==> config.mk <==
export PLATFORM = sky130hd
export DESIGN_NAME = dbg_cmd_packer
export DESIGN_NICKNAME = d
export VERILOG_FILES = /design/src/rtl/dbg_gov_pkg.sv /design/src/rtl/dbg_cmd_fifo.sv /design/src/rtl/dbg_cmd_packer.sv
export SDC_FILE = /design/constraint.sdc
export NUM_CORES = 1
export LEC_CHECK = 0
export CORE_AREA = 4 4 179 146
export DETAILED_ROUTE_END_ITERATION = 12
export DIE_AREA = 0 0 183 150
export GPL_TIMING_DRIVEN = 0
export PLACE_DENSITY = 0.54
export SYNTH_ARGS = -nofsm -noshare
export SYNTH_HDL_FRONTEND = slang
export SYNTH_SLANG_ARGS = --single-unit
==> constraint.sdc <==
create_clock -name clk -period 10.9 [get_ports clk]
set_clock_uncertainty 0.15 [all_clocks]
set_input_delay 1.09 -clock clk [delete_from_list [all_inputs] [get_ports clk]]
set_output_delay 1.09 -clock clk [all_outputs]
set_load 0.02 [all_outputs]
==> src/rtl/dbg_gov_pkg.sv <==
// rtl/dbg_gov_pkg.sv - shared debug-governor command definitions
// Purpose: command word width, function-bit positions and packer state
//          encoding, shared by the command packer and the governor FSM.
// Ports:   none (package).
package dbg_gov_pkg;

  localparam int CMD_W = 29;

  // Command word bit positions; [12:1] form the function field,
  // [28:13] carry the argument.
  localparam int CMD_CONT       = 0;
  localparam int CMD_PAUSE_RD   = 1;
  localparam int CMD_PAUSE_WR   = 2;
  localparam int CMD_DROP_RD    = 3;
  localparam int CMD_DROP_WR    = 4;
  localparam int CMD_INJ_RD     = 5;
  localparam int CMD_INJ_WR     = 6;
  localparam int CMD_LOG_RD     = 7;
  localparam int CMD_LOG_WR     = 8;
  localparam int CMD_LOG_RADDR  = 9;
  localparam int CMD_LOG_AWADDR = 10;
  localparam int CMD_LOG_RESP   = 11;
  localparam int CMD_INJ_RESP   = 12;
  localparam int CMD_ARG_LSB    = 13;

  typedef enum logic [0:0] {
    PK_COLLECT = 1'b0,
    PK_DISCARD = 1'b1
  } pack_state_e;

endpackage

==> src/rtl/dbg_cmd_fifo.sv <==
// rtl/dbg_cmd_fifo.sv - synchronous command word FIFO
// Purpose: small first-word-fall-through buffer between packer and FSM.
// Ports:   clk, rst (async, active-high)
//          push/din  - write a word (ignored when full)
//          pop       - drop the head word (ignored when empty)
//          dout      - head word, stable until popped
//          full, empty, level - occupancy status
module dbg_cmd_fifo #(
  parameter int WIDTH = 29,
  parameter int DEPTH = 4
) (
  input  logic                     clk,
  input  logic                     rst,
  input  logic                     push,
  input  logic                     pop,
  input  logic [WIDTH-1:0]         din,
  output logic [WIDTH-1:0]         dout,
  output logic                     full,
  output logic                     empty,
  output logic [$clog2(DEPTH):0]   level
);

  localparam int AW = $clog2(DEPTH);
  localparam logic [AW:0] PTR_ONE = 1;

  logic [WIDTH-1:0] r_mem [DEPTH];
  logic [AW:0]      r_wr_ptr;
  logic [AW:0]      r_rd_ptr;
  logic             w_do_push;
  logic             w_do_pop;

  // Extra pointer MSB distinguishes full from empty when the indices match.
  assign full      = (r_wr_ptr[AW] != r_rd_ptr[AW]) &&
                     (r_wr_ptr[AW-1:0] == r_rd_ptr[AW-1:0]);
  assign empty     = (r_wr_ptr == r_rd_ptr);
  assign level     = r_wr_ptr - r_rd_ptr;
  assign dout      = r_mem[r_rd_ptr[AW-1:0]];
  assign w_do_push = push && !full;
  assign w_do_pop  = pop && !empty;

  always_ff @(posedge clk or posedge rst) begin
    if (rst) begin
      r_wr_ptr <= '0;
      r_rd_ptr <= '0;
      for (int i = 0; i < DEPTH; i++) r_mem[i] <= '0;
    end else begin
      if (w_do_push) begin
        r_mem[r_wr_ptr[AW-1:0]] <= din;
        r_wr_ptr                <= r_wr_ptr + PTR_ONE;
      end
      if (w_do_pop) r_rd_ptr <= r_rd_ptr + PTR_ONE;
    end
  end

endmodule

==> src/rtl/dbg_cmd_packer.sv <==
// rtl/dbg_cmd_packer.sv - host byte stream to governor command word packer
// Purpose: assembles 4-byte little-endian frames into 29-bit commands,
//          rejects malformed/empty frames and queues accepted words.
// Ports:   clk, rst (async, active-high)
//          in_TDATA/in_TVALID/in_TLAST/in_TREADY - host byte stream (slave)
//          cmd_out_TDATA/TVALID/TREADY           - command words (master)
//          fifo_level - buffered words; err_pulse/err_count - rejects
import dbg_gov_pkg::*;

module dbg_cmd_packer #(
  parameter int DEPTH = 4,
  parameter int ERR_W = 8
) (
  input  logic                     clk,
  input  logic                     rst,
  input  logic [7:0]               in_TDATA,
  input  logic                     in_TVALID,
  input  logic                     in_TLAST,
  output logic                     in_TREADY,
  output logic [CMD_W-1:0]         cmd_out_TDATA,
  output logic                     cmd_out_TVALID,
  input  logic                     cmd_out_TREADY,
  output logic [$clog2(DEPTH):0]   fifo_level,
  output logic                     err_pulse,
  output logic [ERR_W-1:0]         err_count
);

  pack_state_e      r_state;
  logic [1:0]       r_idx;
  logic [23:0]      r_shadow;
  logic             r_err_pulse;
  logic [ERR_W-1:0] r_err_count;

  logic             w_full;
  logic             w_empty;
  logic             w_collect;
  logic             w_last_idx;
  logic             w_xfer;
  logic             w_reserved_ok;
  logic             w_func_ok;
  logic             w_push;
  logic             w_reject;
  logic [CMD_W-1:0] w_word;

  assign w_collect  = (r_state == PK_COLLECT);
  assign w_last_idx = (r_idx == 2'd3);

  // Stall only the frame-completing byte when there is no room for its word.
  assign in_TREADY  = !w_collect || !(w_last_idx && w_full);
  assign w_xfer     = in_TVALID && in_TREADY;

  // Byte 3 is never latched: the word is formed from the live byte.
  assign w_word        = {in_TDATA[4:0], r_shadow};
  assign w_reserved_ok = (in_TDATA[7:5] == 3'b000);
  assign w_func_ok     = |w_word[CMD_INJ_RESP:CMD_PAUSE_RD];

  assign w_push   = w_xfer && w_collect && w_last_idx && in_TLAST &&
                    w_reserved_ok && w_func_ok;
  assign w_reject = w_xfer && w_collect &&
                    (in_TLAST ? !(w_last_idx && w_reserved_ok && w_func_ok)
                              : w_last_idx);

  always_ff @(posedge clk or posedge rst) begin
    if (rst) begin
      r_state     <= PK_COLLECT;
      r_idx       <= 2'd0;
      r_shadow    <= '0;
      r_err_pulse <= 1'b0;
      r_err_count <= '0;
    end else begin
      r_err_pulse <= w_reject;
      if (w_reject && (r_err_count != '1))
        r_err_count <= r_err_count + ERR_W'(1);

      if (w_xfer) begin
        if (w_collect) begin
          if (in_TLAST || w_last_idx) begin
            r_idx <= 2'd0;
            // Overlong frame: swallow the rest up to its TLAST silently.
            if (!in_TLAST) r_state <= PK_DISCARD;
          end else begin
            r_shadow[8*r_idx +: 8] <= in_TDATA;
            r_idx                  <= r_idx + 2'd1;
          end
        end else if (in_TLAST) begin
          r_state <= PK_COLLECT;
        end
      end
    end
  end

  assign err_pulse      = r_err_pulse;
  assign err_count      = r_err_count;
  assign cmd_out_TVALID = !w_empty;

  dbg_cmd_fifo #(
    .WIDTH (CMD_W),
    .DEPTH (DEPTH)
  ) u_fifo (
    .clk   (clk),
    .rst   (rst),
    .push  (w_push),
    .pop   (cmd_out_TVALID && cmd_out_TREADY),
    .din   (w_word),
    .dout  (cmd_out_TDATA),
    .full  (w_full),
    .empty (w_empty),
    .level (fifo_level)
  );

endmodule

-- Word level (Yosys, flattened, before mapping)
Cells that the tools add are included.
- bitwise gates (word level): 4
- eq/ne operators: 5
- shift-type cells: 2
- reduce and logical (&&, ||, !) cells: 26
- mux-type cells: 12
- $add $sub $neg: 6
- magnitude comparators: 3
- operator list (kind ; count):
    bitwise mux 116 bit ; 1
    2-to-1 mux 29 bit ; 3
    binary-select mux 29 bit (select 2 bit) ; 1
    demux 29 bit (select 2 bit) ; 1
    negator 5 -> 34 bit ; 1
    variable shift 8 x 34 -> 24 bit (first input constant) ; 1
    variable part select 8 x 34 -> 24 bit ; 1
    bitwise mux 24 bit ; 1
    logical AND 1 bit ; 16
    OR reduction 12 bit ; 1
    adder 8 x 1 -> 8 bit (second input constant) ; 1
    inequality test 8 bit (second input constant) ; 1
    adder 3 x 1 -> 3 bit (second input constant) ; 2
    >= comparator 3 bit (second input constant) ; 2
    NOT 2 -> 3 bit ; 2
    zero test 1 bit ; 4
    2-to-1 mux 1 bit ; 4
    == test 3 bit ; 1
    zero test 3 bit ; 1
    < comparator 3 x 1 -> 1 bit (second input constant) ; 1
    AND reduction 3 bit ; 1
    subtractor 3 bit ; 1
    adder 2 x 1 -> 2 bit (second input constant) ; 1
    == test 2 bit ; 1
    other kinds (6) ; 8
- register bits: 158
- logic and storage cells: 69
- bits of input ports: 13
- output and inout bits: 43

-- Depth between registers and ports, before layout
- word-level depth: 12
- mapped depth: 11

-- By module
From an unflattened synthesis, not the netlist that was laid out.
- cell total of the unflattened synthesis: 500
- area total of the unflattened synthesis: 7124.3 µm²
- modules (own cells, without submodules) (module ; area each (µm²) ; sequential area each (µm²) ; cells each ; instances):
    dbg_cmd_fifo ; 5466.5 ; 3052.9 ; 328 ; 1
    dbg_cmd_packer ; 1657.8 ; 900.9 ; 172 ; 1

-- Worst setup path after synthesis
OpenSTA, ideal clock, no wires.
- path type: register to output
- start point: register u_fifo.r_rd_ptr[1]
- end point: output port in_TREADY
- stages on the path, launching flop included: 6
- arrival: 1702 ps
- slack: 7958 ps
- cells stage by stage: dfrtp_1 > buf_1 > inv_1 > ha_1 > nand2_1 > or4b_4
- word-level cells in the longest chain between the ends: 5
- ends and longest elaborated chain (what ; line ; text):
    start, declared ; dbg_cmd_fifo.sv:28 ; logic [AW:0] r_rd_ptr;
    start signal, assigned ; dbg_cmd_fifo.sv:51 ; if (w_do_pop) r_rd_ptr <= r_rd_ptr + PTR_ONE;
    == test 2 bit ; dbg_cmd_fifo.sv:34 ; (r_wr_ptr[AW-1:0] == r_rd_ptr[AW-1:0]);
    logical AND 1 bit ; dbg_cmd_fifo.sv:33 ; assign full = (r_wr_ptr[AW] != r_rd_ptr[AW]) &&
    logical AND 1 bit ; dbg_cmd_packer.sv:49 ; assign in_TREADY = !w_collect || !(w_last_idx && w_full);
    zero test 1 bit ; dbg_cmd_packer.sv:49 ;
    logical OR 1 bit ; dbg_cmd_packer.sv:49 ;
    end, declared ; dbg_cmd_packer.sv:19 ; output logic in_TREADY,
Every way passes these cells.

-- Worst setup path after layout
Ends and elaborated chain as after synthesis.

==> run summary <==
For hold timing, the worst endpoint is u_fifo.r_mem[24]. Detailed placement finished with a half-perimeter wire length of 11600 um. The fraction of final layout cells sized beyond drive strength 1 is 34.0%. In this run the most critical hold path is launched from u_fifo.r_mem[24]. The initial antenna violation count is 0.

CTS built an H-tree with a depth of 4. The commonest non-fill, non-tap cell in the layout is dfrtp_1. The first global-routing pass estimated 27100 um of wire. In the layout the commonest cells are dfrtp_1 (158), mux2_2 (82), nand2_1 (58).

Counting both buffers and inverters, the worst setup path holds a total of 3. Of all cell types, the one taking the most synthesized area is dfrtp_1. The highest fanout seen on the critical path came out at 10.

The y dimension of the die was 150 um; the wire length per cell after detailed routing was 18.8 um. The path class of the tightest hold or removal check is reg2reg. For the via count of the first global-routing pass, the log shows 4701.

Counting along the longest clock path gives a buffer depth of 2. By area the synthesized netlist is led by dfrtp_1 (55%), mux2_2 (13%), mux4_2 (9.0%). The tools report the clock network fraction of total power as 35.4%. For this design, the sink count on the clock tree is 158.

Of the total synthesized cell area, the portion taken by XOR and XNOR cells is 1.56%. At the pin with the least slew margin, the transition time is 937 ps. The largest family of logic cells by synthesized area is multiplexers. Data arrives at the worst endpoint at 3150 ps. The final layout contains 590 nets. The tightest hold path in the finished design has a slack of 341 ps. The number of hold-slack violations in the final timing report came out at 0.

The critical path's largest stage delay was 560 ps. TritonCTS built the clock tree. The number of ports placed on the die boundary came out at 56. The worst flop-to-flop path startpoint is u_fifo.r_rd_ptr[1].

The gate count of the mapped netlist was 488. After layout, the worst path uses 40.3% of the clock period. Switching fraction of total power: 31.9%. Element type at the critical path start: a flip-flop. Dividing total power by cell area gives a power density of 214 nW/um^2.

The share of the synthesized area in compound gates (AO/OA/AOI/OAI) came out at 2.28%. Static timing analysis puts the maximum clock frequency at 228 MHz. Startpoint of the worst setup timing path: u_fifo.r_rd_ptr[1]. The first detailed-routing pass took 4 iterations.

The floorplan step defined a die boundary enclosing 27500 um^2. The floorplan step defined a core boundary enclosing 24200 um^2. The die width came out at 183 um. Synthesis instantiated 38 different standard cells from the library. The critical path crosses 6 cells after its start point. Once the clock tree was built, the resizer swapped 0 gates to a different size. The tools report the vias after detailed routing as 4243. For this configuration, the core starts out at a cell density of 29.9%.

The number of cells traversed by the worst register-to-register path came out at 11. The tools report the final wirelength as 16800 um. The clock-pin transition on the worst setup and hold timing paths works out to 60 ps. Area added between synthesis and finish: 22.8%.

The sequential area share after synthesis is 54.6%, and the count of input and output buffers is 55. After Yosys synthesis, full adders, half adders and majority gates account for 2.52% of the synthesized area. Using the TritonRoute via totals, the vias-per-cell ratio works out to 4.76. The number of DRC violations after detailed-routing iteration 0 was 269; the number of clock buffers inserted by TritonCTS was 17.

The number of nets in the synthesized netlist is 515. The run gives 37.4% as the headroom to the max-slew limit. The final number of setup-violating endpoints is 0, and the maximum number of pins on one net before global-route repair is 94. The endpoint of the worst-slack reg-to-reg timing path is u_fifo.r_mem[38]. The logs give 24.5% for the combinational share of power and 13.0% for the all-layer global routing usage. The post-detailed-route count of antenna-violating nets came out at 0. The flow ran to the end, and the final reports show no timing, DRC or antenna violations.

Critical path required time: 9660 ps. Multiplexer cells account for 28.9% of the synthesized area. Register-to-register setup slack: 7650 ps. The leakage power figure is 4.23 nW, and the clock period minus final worst setup slack is 4390 ps. The worst setup path is of the reg2out kind.

The worst-case IR drop observed on VDD is 125 uV. The count of maximum capacitance violations is 0, and the routability-driven placement congestion ratio is 0.788. The number of instances on the worst hold path works out to 1. Walking the worst path, the cells encountered are buf_1, inv_1, ha_1, nand2_1, or4b_4, clkdlybuf4s50_1. The number of antenna diodes in the final layout is 0. Counting the fill cells in the layout gives 2308. The internal power is 1.29 mW, and the sequential group share of total power is 40.1%. In this run the mean area of a mapped cell was 14.8 um^2.

Yosys printed 0 warnings. For the number of pins with negative max-slew slack in the final report, the log shows 0. Among cell families on the critical path, the largest total delay comes from buffers and inverters. The slowest stage of the critical path is the buf_1 cell.

The run gives 430 ps as the insertion delay to the later sink of the worst-skew pair. The area of the mapped netlist was 7240 um^2; the count of state elements after synthesis was 158. The cell at the root of the clock tree is clkbuf_16. Buffers added to address setup during post-CTS repair amount to 0.

The simple-gate share of the synthesized area was 6.55%. Setup repair after global routing left no endpoint under its margin. The synthesized design devotes to its leading area cell type 54.6% of total area. In this run the power spent charging and discharging nets is 605 uW. After detailed routing, the number of remaining DRC violations is 0. The tools report the number of rows in the core area as 51.

The tools report the endpoint class of the critical path as an output pin. The run gives 0 ps as the setup total negative slack. The run gives 0 as the hold buffer count at cts. Global routing finished with a remaining overflow of 0.
power groups by stage:
stage          Sequential [mW]  Clock (mW)  Combinational (mW)
3_5_place_dp             0.772           0               0.471
3_3_place_gp             0.764           0               0.459
2_1_floorplan            0.747           0               0.293
5_1_grt                  0.776       0.715               0.515
4_1_cts                  0.762       0.689               0.474
6_report                 0.761       0.672               0.465
layout make-up:
type	instances	area (um^2)	area share [%]
tap	318	398	4.48
sequential	158	3950	44.5
timing repair buffer	56	578	6.50
clock buffer	20	457	5.14
buffer	22	225	2.53
multi-input combinational	300	3030	34.1
clock inverter	10	211	2.38
inverter	8	35.0	0.394
state kept, by name, summed over array words and instances, names as in the netlist:
name,cells
err_count,8
r_shadow,24
u_fifo.r_mem,116
u_fifo.r_wr_ptr,3
r_state,1
err_pulse,1
u_fifo.r_rd_ptr,3
r_idx,2
worst max path at each step:
stage | slack, ps | end
floorplan | 5400 | err_count[0]
global placement | 3480 | u_fifo.r_mem[43]
detailed placement | 6950 | in_TREADY
CTS | 6470 | in_TREADY
global route | 6360 | in_TREADY
finish | 6510 | in_TREADY
routing by layer:
layer / track usage (%) / share of wire, % / vias up
met5: 0 / 0 / -
met2: 20.1 / 46 / 74
met1: 18.0 / 48 / 2242
met4: 3.83 / 1.3 / 0
li1: - / - / 1906
met3: 3.43 / 4.3 / 21
worst register-to-register path, cell delays in order, from the launching register on:
cell and delay [ps]:
dfrtp_1 500, buf_1 560, inv_1 100, ha_1 330, nand2_1 130, or2_1 260
and4b_1 240, buf_6 160, nand2_4 80, buf_12 140, buf_12 170, mux2_4 310
logic make-up after synthesis:
group,count (synthesis)
compound gates,32
xor+xnor,12
fa+ha+maj,14
buf+inv,30
flops,158
mux,147
simple gates,95
Yosys cell counts, drive strengths merged:
cell type  number
dfrtp         158
or4b            1
a21oi           2
nand2b          1
o21ai          26
nand2          62
nand4           3
fa              1
buf            19
clkbuf          3
and3            1
and2            2
mux4           29
nor4            3
nor3            1
and4b           2
and4            1
nor2            4
mux2          118
ha             13
xnor2          12
nor3b           3
nor4bb          1
inv             8
nand3           7
nor2b           2
or2             1
a31oi           4
through the flow:
| stage | instances | setup slack [ps] | util, % | total power, mW | cell area, um^2 |
|---|---|---|---|---|---|
| after floorplan | 488 | 5400 | - | 1.04 | 7240 |
| after global placement | 861 | 3480 | 33.8 | 1.22 | 8190 |
| after detailed placement | 862 | 6950 | 33.9 | 1.24 | 8220 |
| after CTS | 892 | 6470 | 36.7 | 1.92 | 8890 |
| after global routing | 892 | 6360 | 36.7 | 2.01 | 8890 |
| final | 892 | 6510 | 36.7 | 1.90 | 8890 |
Power figures use the tool's default switching activity.
